==> src/rtl/regfile_write_arbiter.sv <==
// Merges N_SRC writeback streams into the single register-file write port through per-source
// FIFOs and a round-robin drain. Define REGFILE_WQ_BYPASS_EN for 1-cycle bypass when all FIFOs are empty.
module regfile_write_arbiter #(
  parameter int N_SRC      = 2,
  parameter int DATA_WIDTH = 32,
  parameter int DEPTH      = 64,
  parameter int ADDR_DEPTH = (DEPTH > 1) ? $clog2(DEPTH) : 1,
  parameter int Q_DEPTH    = 2
) (
  input  logic                        clk,
  input  logic                        rst_n,
  input  logic [N_SRC-1:0]            src_valid_i,
  output logic [N_SRC-1:0]            src_ready_o,
  input  logic [N_SRC*ADDR_DEPTH-1:0] src_waddr_i,
  input  logic [N_SRC*DATA_WIDTH-1:0] src_wdata_i,
  input  logic                        flush_i,
  output logic                        we_o,
  output logic [ADDR_DEPTH-1:0]       waddr_o,
  output logic [DATA_WIDTH-1:0]       wdata_o,
  output logic                        busy_o
);
  localparam int PW = $clog2(Q_DEPTH);
  localparam int RW = (N_SRC > 1) ? $clog2(N_SRC) : 1;
  localparam logic [PW:0] PTR_ONE = 1;
  localparam logic [RW-1:0] RR_ONE = 1;

  logic [ADDR_DEPTH-1:0] q_addr [N_SRC][Q_DEPTH];
  logic [DATA_WIDTH-1:0] q_data [N_SRC][Q_DEPTH];
  logic [PW:0]           wr_ptr [N_SRC];
  logic [PW:0]           rd_ptr [N_SRC];
  logic [N_SRC-1:0]      empty, full, push, pop;
  logic [RW-1:0]         rr_ptr, grant_idx, rr_next;
  logic                  grant_valid, bypass;
  logic [ADDR_DEPTH-1:0] sel_addr;
  logic [DATA_WIDTH-1:0] sel_data;

  function automatic int wrap_src(int base, int k);
    int s;
    s = base + k;
    if (s >= N_SRC) s = s - N_SRC;
    return s;
  endfunction

  // Pointers carry one extra wrap bit so equal low bits distinguish full from empty.
  always_comb begin
    empty = '0;
    full  = '0;
    for (int i = 0; i < N_SRC; i++) begin
      empty[i] = (wr_ptr[i] == rd_ptr[i]);
      full[i]  = (wr_ptr[i][PW] != rd_ptr[i][PW]) && (wr_ptr[i][PW-1:0] == rd_ptr[i][PW-1:0]);
    end
  end

  assign src_ready_o = ~full & {N_SRC{~flush_i}};
  assign busy_o      = (|(~empty)) | we_o;

  always_comb begin
    grant_valid = 1'b0;
    grant_idx   = '0;
    bypass      = 1'b0;
    for (int k = 0; k < N_SRC; k++) begin
      if (!grant_valid && !empty[wrap_src(int'(rr_ptr), k)]) begin
        grant_valid = 1'b1;
        grant_idx   = RW'(wrap_src(int'(rr_ptr), k));
      end
    end
`ifdef REGFILE_WQ_BYPASS_EN
    if (&empty && !flush_i) begin
      for (int k = 0; k < N_SRC; k++) begin
        if (!grant_valid && src_valid_i[wrap_src(int'(rr_ptr), k)]) begin
          grant_valid = 1'b1;
          grant_idx   = RW'(wrap_src(int'(rr_ptr), k));
          bypass      = 1'b1;
        end
      end
    end
`endif
    rr_next = (int'(grant_idx) == N_SRC - 1) ? '0 : grant_idx + RR_ONE;
  end

  always_comb begin
    sel_addr = q_addr[grant_idx][rd_ptr[grant_idx][PW-1:0]];
    sel_data = q_data[grant_idx][rd_ptr[grant_idx][PW-1:0]];
    if (bypass) begin
      sel_addr = src_waddr_i[int'(grant_idx)*ADDR_DEPTH +: ADDR_DEPTH];
      sel_data = src_wdata_i[int'(grant_idx)*DATA_WIDTH +: DATA_WIDTH];
    end
  end

  // A bypassed source must not also be enqueued.
  always_comb begin
    push = src_valid_i & src_ready_o;
    pop  = '0;
    if (grant_valid && !flush_i) begin
      if (bypass) push[grant_idx] = 1'b0;
      else        pop[grant_idx]  = 1'b1;
    end
  end

  always_ff @(posedge clk or negedge rst_n) begin
    if (!rst_n) begin
      for (int i = 0; i < N_SRC; i++) begin
        wr_ptr[i] <= '0;
        rd_ptr[i] <= '0;
      end
      rr_ptr <= '0;
    end else if (flush_i) begin
      for (int i = 0; i < N_SRC; i++) begin
        wr_ptr[i] <= '0;
        rd_ptr[i] <= '0;
      end
      rr_ptr <= '0;
    end else begin
      for (int i = 0; i < N_SRC; i++) begin
        if (push[i]) wr_ptr[i] <= wr_ptr[i] + PTR_ONE;
        if (pop[i])  rd_ptr[i] <= rd_ptr[i] + PTR_ONE;
      end
      if (grant_valid) rr_ptr <= rr_next;
    end
  end

  always_ff @(posedge clk) begin
    for (int i = 0; i < N_SRC; i++) begin
      if (push[i]) begin
        q_addr[i][wr_ptr[i][PW-1:0]] <= src_waddr_i[i*ADDR_DEPTH +: ADDR_DEPTH];
        q_data[i][wr_ptr[i][PW-1:0]] <= src_wdata_i[i*DATA_WIDTH +: DATA_WIDTH];
      end
    end
  end

  // Address/data hold between writes; only the strobe drops.
  always_ff @(posedge clk or negedge rst_n) begin
    if (!rst_n) begin
      we_o    <= 1'b0;
      waddr_o <= '0;
      wdata_o <= '0;
    end else begin
      we_o <= grant_valid & ~flush_i;
      if (grant_valid && !flush_i) begin
        waddr_o <= sel_addr;
        wdata_o <= sel_data;
      end
    end
  end
endmodule

==> config.mk <==
export PLATFORM = sky130hd
export DESIGN_NAME = regfile_write_arbiter
export DESIGN_NICKNAME = d
export VERILOG_FILES = /design/src/rtl/regfile_write_arbiter.sv
export SDC_FILE = /design/constraint.sdc
export NUM_CORES = 1
export LEC_CHECK = 0
export BUFFER_PORTS_ARGS = -buffer_cell sky130_fd_sc_hd__buf_2
export CORE_ASPECT_RATIO = 1.25
export CORE_MARGIN = 2
export CORE_UTILIZATION = 41
export CTS_CLUSTER_DIAMETER = 60
export CTS_CLUSTER_SIZE = 20
export DETAILED_ROUTE_END_ITERATION = 10
export PLACE_DENSITY = 0.67
export SYNTH_ARGS = -nofsm -noshare
export SYNTH_HDL_FRONTEND = slang
export SYNTH_SLANG_ARGS = --single-unit
export TNS_END_PERCENT = 50
==> constraint.sdc <==
create_clock -name clk -period 7.3 [get_ports clk]
set_clock_uncertainty 0.15 [all_clocks]
set_input_delay 2.19 -clock clk [delete_from_list [all_inputs] [get_ports clk]]
set_output_delay 2.19 -clock clk [all_outputs]
set_load 0.05 [all_outputs]
==> reports/results.ini, run 1 <==
[cts]
hold_buffers=0
cts.sinks=200
cts_tree=done
numCtsBuffers=17
ctsResizeCount=0
cts_setup_buffers=0
htree_levels=4
clockBufferDepth=2
clk_pin_slew_ns=0.07
root_buffer=clkbuf_16
clkLatencyLatePin_ns=0.44

[worst_setup_path]
crit_top_cell=buf_2
worstSetupStartpointType=input port
arrival_ns=2.90
r2r_slack_ns=4.22
cp_cell_sequence=buf_2 > a21oi_1 > buf_2
rr_worst_depth=5
rr_endpoint=q_data[1][57]$_DFFE_PP_
r2r-start=rd_ptr[0]$_DFFE_PN0P_
cp_slowest_cell=buf_2
crit_path_end_kind=output pin
worst-setup-path-type=in -> out
cpPeakStageDelay_ns=0.31
critPathMaxFanout=12
worst-endpoint-required_ns=4.96

[layout]
drive_gt1_share_pct=28.6
finish.utilization_pct=49.7
nFillCells=1521
num_antenna_cells=0
fin_area_sq_um=9060
finalNetCount=665
syn2layout_area_growth_pct=18.2

[logic_synthesis]
synth_top_flop_cell=edfxtp_1
async_flop_share_pct=24.0
synthDistinctLibCells=29
synthAdderAreaFrac_pct=0
synth_top_area_cell=edfxtp_1
synth-seq-cells=200
synth_seq_area_share_pct=75.2
synthCells=471
yosysTopAreaCellShare_pct=59.6
syn_nets=552
synth_area_leaders=edfxtp_1, dfrtp_1, mux2i_1, a32oi_1, nor2_1
synth_mux_area_share_pct=10.5
yosysWarnings=0
synth.avg_cell_area_sq_um=16.3
synth-simple-area-share_pct=3.10
synth.most_common_cell=edfxtp_1
synth_common_cells=edfxtp_1, mux2i_1, dfrtp_1
synth_edf_count=152
synth_compound_area_share_pct=7.89
synth_top_family_by_area=multiplexers
yosys.area_share.xor_xnor_pct=1.11
syn-cell-area_sq_um=7660

[sta]
tns_ns=0
rsz0062_at_grt=false
fmax_mhz=191
fin_crit_ns=5.24
tightest_slew_ns=1.22
drv_slew=0
hold_viol_final=0
post-route-period-util_pct=71.8
finalSetupViolCount=0
relSlewSlack_pct=18.1

[floorplanning]
initial_core_util_pct=42.0
rows=55
core_area_sq_um=18200
io_pins=123
dieArea_sq_um=19800
fp.dieH_um=157
die_w_um=126

[min_path]
whs_path_depth=2
min_to=wdata_o[9]$_DFFE_PN0P_
min_path_type=reg -> reg
worstHoldStart=wdata_o[9]$_DFFE_PN0P_

[pwr]
p_total_w=0.00375
peakVddDrop_mv=0.190
p_leak_nw=3.36
power.density_nw_per_um2=414

[placement]
hpwl_mm=9.68
placed_area_sq_um=8470
io_buffers=122
place.gp.congestion=0.759

[global_route]
overflow=0
grt_max_degree=49
grt_util_all_layers_pct=16.3
grt_pass1_wl_mm=24.6
antenna_found_initial=0
grt_pass1_vias=4695

[drt]
vias=4359
drtAntennaViolNets=0
vias_per_cell=5.28
drc_errors=0
wire_per_inst_um=19.3
dr.pass1.iters=6
drtIter0Drc=294
finalWirelength_mm=16.0

[job]
maxCapViolCount=0

[status]
status=finished clean

[placed cells by master, fill, tap and decap left out]
master,synthesis,layout
o31ai_1,1,1
nand2_2,0,1
o21ai_0,10,10
inv_1,4,4
or4_1,2,2
bufinv_16,0,1
buf_4,0,4
xnor2_2,1,1
inv_8,0,2
o2111a_2,0,1
a41o_2,0,1
clkinv_2,0,3
xnor2_1,4,4
clkbuf_16,0,17
nor2_1,44,42
dfrtp_1,48,46
clkinv_8,0,2
clkinv_4,0,1
edfxtp_1,152,152
dfrtp_2,0,2
a21oi_1,6,6
xor2_1,2,2
o21ai_1,31,30
o21ai_4,0,1
nand2_1,6,5
a32oi_1,38,38
nor2b_1,1,1
nor2_4,0,2
mux2i_1,79,79
mux2_2,1,1
xor2_2,1,1
nand3_1,2,2
a21o_1,1,1
buf_2,7,122
inv_6,0,6
or3_1,2,1
and3_2,0,1
or3_2,0,1
[cell type report]
cell class / instances / area, sq um / share of cell area [%]
sequential: 200 / 5770 / 63.7
multi-input combinational: 235 / 1760 / 19.5
timing repair buffer: 126 / 641 / 7.07
clock buffer: 17 / 425 / 4.70
tap: 228 / 285 / 3.15
clock inverter: 15 / 161 / 1.78
inverter: 4 / 15.0 / 0.166
[worst max path at each step]
stage / slack, ns / from / endpoint
after global routing: 1.95 / flush_i / src_ready_o[0]
final: 2.06 / flush_i / src_ready_o[0]
after floorplan: 1.68 / flush_i / q_addr[1][10]$_DFFE_PP_
after CTS: 2.05 / flush_i / src_ready_o[0]
after detailed placement: 2.06 / flush_i / src_ready_o[1]
after global placement: 2.04 / flush_i / src_ready_o[0]
[cell families after synthesis]
kind of cell / after synthesis
DFF: 200
AOI/OAI and AO/OA: 89
muxes: 80
and+or+nand+nor: 58
buffers and inverters: 36
xor gates and xnor gates: 8
[registers in the layout, indices dropped and copies added (netlist names)]
register,count
waddr_o,6
we_o,1
wdata_o,32
q_data,128
wr_ptr,4
q_addr,24
rr_ptr,1
rd_ptr,4
[critical path, delay by kind of cell]
kind | cells | cell delay, ns
compound gates | 1 | 0.21
buf+inv | 2 | 0.49
[where the power goes]
group | internal (W) | total (W) | switching (W)
Sequential | 0.00143 | 0.00153 | 0.0000997
Clock | 0.000486 | 0.000926 | 0.000439
Combinational | 0.000352 | 0.00129 | 0.000942
[through the flow]
| stage | hold WS (ns) | worst slack, ns | std cells |
|---|---|---|---|
| 6_report | 0.362 | 2.06 | 825 |
| 5_1_grt | 0.388 | 1.95 | 825 |
| 4_1_cts | 0.364 | 2.05 | 825 |
| 3_5_place_dp | 0.339 | 2.06 | 793 |
| 3_3_place_gp | 0.331 | 2.04 | 793 |
| 2_1_floorplan | 0.341 | 1.68 | 471 |
[per-layer routing]
metal / up-vias / share of wire, % / GRT usage [%]
li1: 2040 / - / -
met1: 2183 / 41 / 18.9
met2: 110 / 52 / 29.0
met3: 26 / 4.9 / 4.10
met4: 0 / 2.0 / 6.38
met5: - / 0 / 0
Power figures use the tool's default switching activity.
==> inputs of run 2 (changes only) <==
- ABC_AREA: default -> 1
- clock period: 7.3 -> 5.25 ns (I/O delays scaled with it)
==> reports/results.ini, run 2 <==
[status]
status=finished clean  ; unchanged

[drt]
vias_per_cell=4.87  ; was 5.28
drc_errors=0  ; unchanged
finalWirelength_mm=18.2  ; was 16.0 mm
vias=5593  ; was 4,359
drtAntennaViolNets=0  ; unchanged
wire_per_inst_um=15.8  ; was 19.3 um
drtIter0Drc=348  ; was 294
dr.pass1.iters=4  ; was 6

[logic_synthesis]
synth_mux_area_share_pct=0  ; was 10.5%
synth_top_area_cell=edfxtp_1  ; unchanged
syn-cell-area_sq_um=8120  ; was 7660 sq um
synth-simple-area-share_pct=24.3  ; was 3.10%
syn_nets=841  ; was 552
async_flop_share_pct=24.0  ; unchanged
synth_seq_area_share_pct=71.0  ; was 75.2%
synth-seq-cells=200  ; unchanged
synth_top_flop_cell=edfxtp_1  ; unchanged
synthCells=760  ; was 471
synth.most_common_cell=nand2_1  ; was edfxtp_1
synth.avg_cell_area_sq_um=10.7  ; was 16.3 sq um
synth_area_leaders=edfxtp_1, nand2_1, dfrtp_1, nand3_1, buf_2  ; was edfxtp_1, dfrtp_1, mux2i_1, a32oi_1, nor2_1
synth_edf_count=152  ; unchanged
synth_top_family_by_area=simple AND/OR/NAND/NOR gates  ; was multiplexers
synth_compound_area_share_pct=0.862  ; was 7.89%
yosysTopAreaCellShare_pct=56.2  ; was 59.6%
yosys.area_share.xor_xnor_pct=0.524  ; was 1.11%
synthAdderAreaFrac_pct=0  ; unchanged
yosysWarnings=0  ; unchanged
synthDistinctLibCells=23  ; was 29
synth_common_cells=nand2_1, edfxtp_1, nand3_1  ; was edfxtp_1, mux2i_1, dfrtp_1

[layout]
fin_cells=1148  ; was 825
mostFrequentLayoutCells=nand2_1, edfxtp_1, buf_2, nand3_1, dfrtp_1  ; was edfxtp_1, buf_2, mux2i_1, dfrtp_1, nor2_1
num_antenna_cells=0  ; unchanged
drive_gt1_share_pct=20.2  ; was 28.6%
fin_area_sq_um=9540  ; was 9060 sq um
largest_reg_flops=128  ; unchanged
final_common_cell=nand2_1  ; was edfxtp_1
finalNetCount=952  ; was 665
syn2layout_area_growth_pct=17.4  ; was 18.2%
nFillCells=1747  ; was 1,521

[worst_setup_path]
worst-setup-path-type=in -> out  ; unchanged
rr_worst_depth=12  ; was 5
worst-endpoint-required_ns=3.53  ; was 4.96 ns
rr_endpoint=wdata_o[9]$_DFFE_PN0P_  ; was q_data[1][57]$_DFFE_PP_
arrival_ns=2.27  ; was 2.90 ns
critPathCapture=src_ready_o[0]  ; unchanged
crit_path_start=flush_i  ; unchanged
r2r-start=wr_ptr[2]$_DFFE_PN0P_  ; was rd_ptr[0]$_DFFE_PN0P_
r2r_slack_ns=1.97  ; was 4.22 ns
critPathMaxFanout=5  ; was 12
crit_path_end_kind=output pin  ; unchanged
worstSetupStartpointType=input port  ; unchanged

[global_route]
grt_pass1_wl_mm=28.5  ; was 24.6 mm
grt_max_degree=81  ; was 49
overflow=0  ; unchanged
grt_pass1_vias=5571  ; was 4,695
antenna_found_initial=0  ; unchanged
grt_util_all_layers_pct=18.0  ; was 16.3%

[cts]
ctsResizeCount=0  ; unchanged
root_buffer=clkbuf_16  ; unchanged
numCtsBuffers=17  ; unchanged
clk_pin_slew_ns=0.07  ; about the same
clkLatencyLatePin_ns=0.41  ; was 0.44 ns
htree_levels=4  ; unchanged
hold_buffers=0  ; unchanged
clockBufferDepth=2  ; unchanged
cts.sinks=200  ; unchanged
cts_setup_buffers=0  ; unchanged
cts_tree=done  ; unchanged

[sta]
whs_ns=0.322  ; was 0.362 ns
relSlewSlack_pct=37.5  ; was 18.1%
post-route-period-util_pct=76.0
fin_crit_ns=3.99
drv_slew=0  ; unchanged
rsz0062_at_grt=false  ; unchanged
hold_viol_final=0  ; unchanged
tns_ns=0  ; unchanged
fmax_mhz=251
finalSetupViolCount=0  ; unchanged
tightest_slew_ns=0.935  ; was 1.22 ns

[pwr]
comb_power_share_pct=43.7  ; was 34.5%
sw_frac_of_total_pct=44.6  ; was 39.5%
power.density_nw_per_um2=621  ; was 414 nW/um^2
switching_power_w=0.00264  ; was 0.00148 W
peakVddDrop_mv=0.301  ; was 0.190 mV
p_leak_nw=4.33  ; was 3.36 nW
p_clk_share_pct=21.4  ; was 24.7%
pwr-share-seq_pct=34.8  ; was 40.9%
p_int_w=0.00328  ; was 0.00227 W

[placement]
hpwl_mm=11.1  ; was 9.68 mm
io_buffers=122  ; unchanged
placed_area_sq_um=8960  ; was 8470 sq um
dp.cells=1117  ; was 793
place.gp.congestion=0.745  ; was 0.759

[floorplanning]
rows=57  ; was 55
io_pins=123  ; unchanged
die_w_um=130  ; was 126 um
dieArea_sq_um=21000  ; was 19,800 sq um
fp.dieH_um=161  ; was 157 um
core_area_sq_um=19500  ; was 18,200 sq um
initial_core_util_pct=41.7  ; was 42.0%

[min_path]
whs_path_depth=2  ; unchanged
worstHoldStart=wdata_o[25]$_DFFE_PN0P_  ; was wdata_o[9]$_DFFE_PN0P_
min_path_type=reg -> reg  ; unchanged

[job]
maxCapViolCount=0  ; unchanged

==> run 2: worst max-delay path, cell delays in order <==
cell and delay [ns]:
buf_2 0.14, a21oi_1 0.23, buf_2 0.32
==> run 2: logic make-up after synthesis <==
group | Yosys count
AND/OR/NAND/NOR | 491
flip-flops | 200
buffers and inverters | 52
AO/OA/AOI/OAI | 13
XOR/XNOR | 4
==> run 2: final cells by class <==
class	count	area [sq um]	share of cell area (%)
inverter	12	45.0	0.472
clock inverter	12	136	1.43
clock buffer	19	443	4.64
tap	265	332	3.48
timing repair buffer	132	686	7.19
multi-input combinational	508	2130	22.4
sequential	200	5770	60.4
==> run 2: power by group through the flow <==
| stage | registers (W) | clock network (W) | logic [W] |
|---|---|---|---|
| floorplan | 0.00255 | 0 | 0.00161 |
| global placement | 0.00210 | 0 | 0.00257 |
| detailed placement | 0.00210 | 0 | 0.00262 |
| CTS | 0.00206 | 0.00129 | 0.00264 |
| global route | 0.00209 | 0.00135 | 0.00289 |
| finish | 0.00206 | 0.00127 | 0.00259 |
==> run 2: worst min-delay path by stage <==
stage                                    endpoint  slack, ns
final                     wdata_o[25]$_DFFE_PN0P_       0.32
after detailed placement  wdata_o[17]$_DFFE_PN0P_       0.31
after CTS                 wdata_o[17]$_DFFE_PN0P_       0.33
after global placement    wdata_o[19]$_DFFE_PN0P_       0.31
after global routing      wdata_o[29]$_DFFE_PN0P_       0.35
after floorplan             wr_ptr[3]$_DFFE_PN0P_       0.31
==> run 2: metrics by stage <==
step	total power (W)	utilization, %	setup WS (ns)
after floorplan	0.00416	-	1.15
after global placement	0.00467	46.0	1.20
after detailed placement	0.00472	46.0	1.23
after CTS	0.00599	49.0	1.23
after global routing	0.00633	49.0	1.24
final	0.00592	49.0	1.26
==> run 2: per-layer routing <==
metal  wire, um  up-vias  track usage [%]
met5          0        -                0
met4        405        0             7.87
met3        941       24             2.72
met2       9450      166             30.5
met1       7360     2674             22.7
li1           -     2729                -
==> inputs of run 3 (changes only) <==
- PLACE_DENSITY: 0.67 -> 0.69
- clock period: 5.25 -> 3.6 ns (I/O delays scaled with it)
==> reports/results.ini, run 3 (synthesis results as in run 2) <==
[status]
status=finished clean  ; unchanged

[worst_setup_path]
rr_worst_depth=7  ; was 12
critPathBufInv=1  ; was 2
worst-endpoint-required_ns=2.37  ; was 3.53 ns
cp_slowest_cell=dfrtp_1  ; was buf_2
cp_cell_sequence=xnor2_2 > nand2_4 > or3_1 > buf_2  ; was buf_2 > a21oi_1 > buf_2
arrival_ns=1.86  ; was 2.27 ns
worstSetupStartpointType=flop  ; was input port
worst-setup-path-type=reg -> out  ; was in -> out
r2r-start=wr_ptr[0]$_DFFE_PN0P_  ; was wr_ptr[2]$_DFFE_PN0P_
rr_endpoint=wdata_o[24]$_DFFE_PN0P_  ; was wdata_o[9]$_DFFE_PN0P_
r2r_slack_ns=0.95  ; was 1.97 ns
cpPeakStageDelay_ns=0.47  ; was 0.32 ns
crit_path_end_kind=output pin  ; unchanged
path_delay_family=flip-flops  ; was buffers and inverters
critPathMaxFanout=5  ; unchanged

[layout]
finalNetCount=960  ; was 952
num_antenna_cells=0  ; unchanged
mostFrequentLayoutCells=nand2_1, edfxtp_1, buf_2, nand3_1, dfrtp_1  ; unchanged
syn2layout_area_growth_pct=18.7  ; was 17.4%
final_common_cell=nand2_1  ; unchanged
largest_reg_flops=128  ; unchanged
drive_gt1_share_pct=20.7  ; was 20.2%

[global_route]
overflow=0  ; unchanged
grt_pass1_wl_mm=29.3  ; was 28.5 mm
antenna_found_initial=0  ; unchanged
grt_max_degree=52  ; was 81
grt_pass1_vias=5536  ; was 5,571
grt_util_all_layers_pct=18.7  ; was 18.0%

[placement]
place.gp.congestion=0.775  ; was 0.745
post-place-ws_ns=0.699  ; was 1.23 ns
hpwl_mm=12.1  ; was 11.1 mm
io_buffers=122  ; unchanged

[cts]
root_buffer=clkbuf_16  ; unchanged
cts_tree=done  ; unchanged
clkLatencyLatePin_ns=0.42  ; was 0.41 ns
hold_buffers=0  ; unchanged
cts_setup_buffers=0  ; unchanged
ctsResizeCount=0  ; unchanged
numCtsBuffers=17  ; unchanged
htree_levels=4  ; unchanged
cts.sinks=200  ; unchanged
clockBufferDepth=2  ; unchanged
clk_pin_slew_ns=0.07  ; about the same

[sta]
tns_ns=0  ; unchanged
setup_slack_ns=0.512  ; was 1.26 ns
drv_slew=0  ; unchanged
tightest_slew_ns=0.826  ; was 0.935 ns
post-route-period-util_pct=85.8
hold_viol_final=0  ; unchanged
fmax_mhz=324
rsz0062_at_grt=false  ; unchanged
finalSetupViolCount=0  ; unchanged
relSlewSlack_pct=44.8  ; was 37.5%
fin_crit_ns=3.09

[pwr]
power.density_nw_per_um2=911  ; was 621 nW/um^2
peakVddDrop_mv=0.752  ; was 0.301 mV
p_total_w=0.00879  ; was 0.00592 W
p_leak_nw=4.38  ; was 4.33 nW

[floorplanning]
initial_core_util_pct=41.7  ; unchanged
dieArea_sq_um=21000  ; unchanged
rows=57  ; unchanged
die_w_um=130  ; unchanged
fp.dieH_um=161  ; unchanged
io_pins=123  ; unchanged
core_area_sq_um=19500  ; unchanged

[drt]
vias=5523  ; was 5,593
dr.pass1.iters=5  ; was 4
drtAntennaViolNets=0  ; unchanged
finalWirelength_mm=18.4  ; was 18.2 mm
drc_errors=0  ; unchanged
wire_per_inst_um=15.9  ; was 15.8 um
drtIter0Drc=365  ; was 348
vias_per_cell=4.77  ; was 4.87

[min_path]
whs_path_depth=2  ; unchanged
min_path_type=reg -> reg  ; unchanged
worstHoldStart=wdata_o[30]$_DFFE_PN0P_  ; was wdata_o[25]$_DFFE_PN0P_
min_to=wdata_o[30]$_DFFE_PN0P_  ; was wdata_o[25]$_DFFE_PN0P_

[job]
maxCapViolCount=0  ; unchanged

==> run 3: cell count changes in the layout (fill, tap and decap cells not counted), sizes merged <==
| cell | change |
|---|---|
| buf | +8 |
| inv | -4 |
| bufinv | +2 |
| clkbuf | +1 |
| clkinv | +1 |
| clkinvlp | +1 |
==> run 3: layout make-up <==
cell class	instances	area, sq um
Clock buffer	20	437
Clock inverter	12	153
Fill cell	1744	9830
Inverter	12	45.0
Multi-Input combinational cell	508	2130
Sequential cell	200	5770
Tap cell	265	332
Timing Repair Buffer	140	783
==> run 3: worst max path at each step <==
stage                                   endpoint  cells after the start                   from
after floorplan            wr_ptr[3]$_DFFE_PN0P_                      5                flush_i
after global placement            src_ready_o[0]                      3                flush_i
after detailed placement  wdata_o[4]$_DFFE_PN0P_                      6                flush_i
after CTS                                 busy_o                      4  wr_ptr[0]$_DFFE_PN0P_
after global routing                      busy_o                      4  wr_ptr[0]$_DFFE_PN0P_
final                                     busy_o                      4  wr_ptr[0]$_DFFE_PN0P_
==> run 3: report_power, final <==
group / switching, W / total, W / internal (W) / leakage, nW
clock: 0.000799 / 0.00190 / 0.00110 / 0.289
combinational: 0.00284 / 0.00386 / 0.00102 / 2.08
sequential: 0.000168 / 0.00303 / 0.00286 / 2.01
==> run 3: per-layer routing <==
| layer | track usage, % | part of all wire [%] |
|---|---|---|
| met5 | 0 | 0 |
| met4 | 6.26 | 1.3 |
| met2 | 33.2 | 54 |
| met1 | 23.0 | 41 |
| met3 | 3.21 | 3.5 |
==> run 3: metrics by stage <==
stage | std cells | instance area [sq um] | util, % | hold slack, ns
after global routing | 1157 | 9640 | 49.5 | 0.344
after detailed placement | 1125 | 9050 | 46.5 | 0.310
after CTS | 1157 | 9640 | 49.5 | 0.328
after global placement | 1125 | 9050 | 46.5 | 0.312
final | 1157 | 9640 | 49.5 | 0.322
after floorplan | 760 | 8130 | - | 0.307
==> run 3: worst min-delay path: stages (launching register included) <==
cell and delay (ns):
dfrtp_1 0.34, nand2_1 0.05, nand2_1 0.05
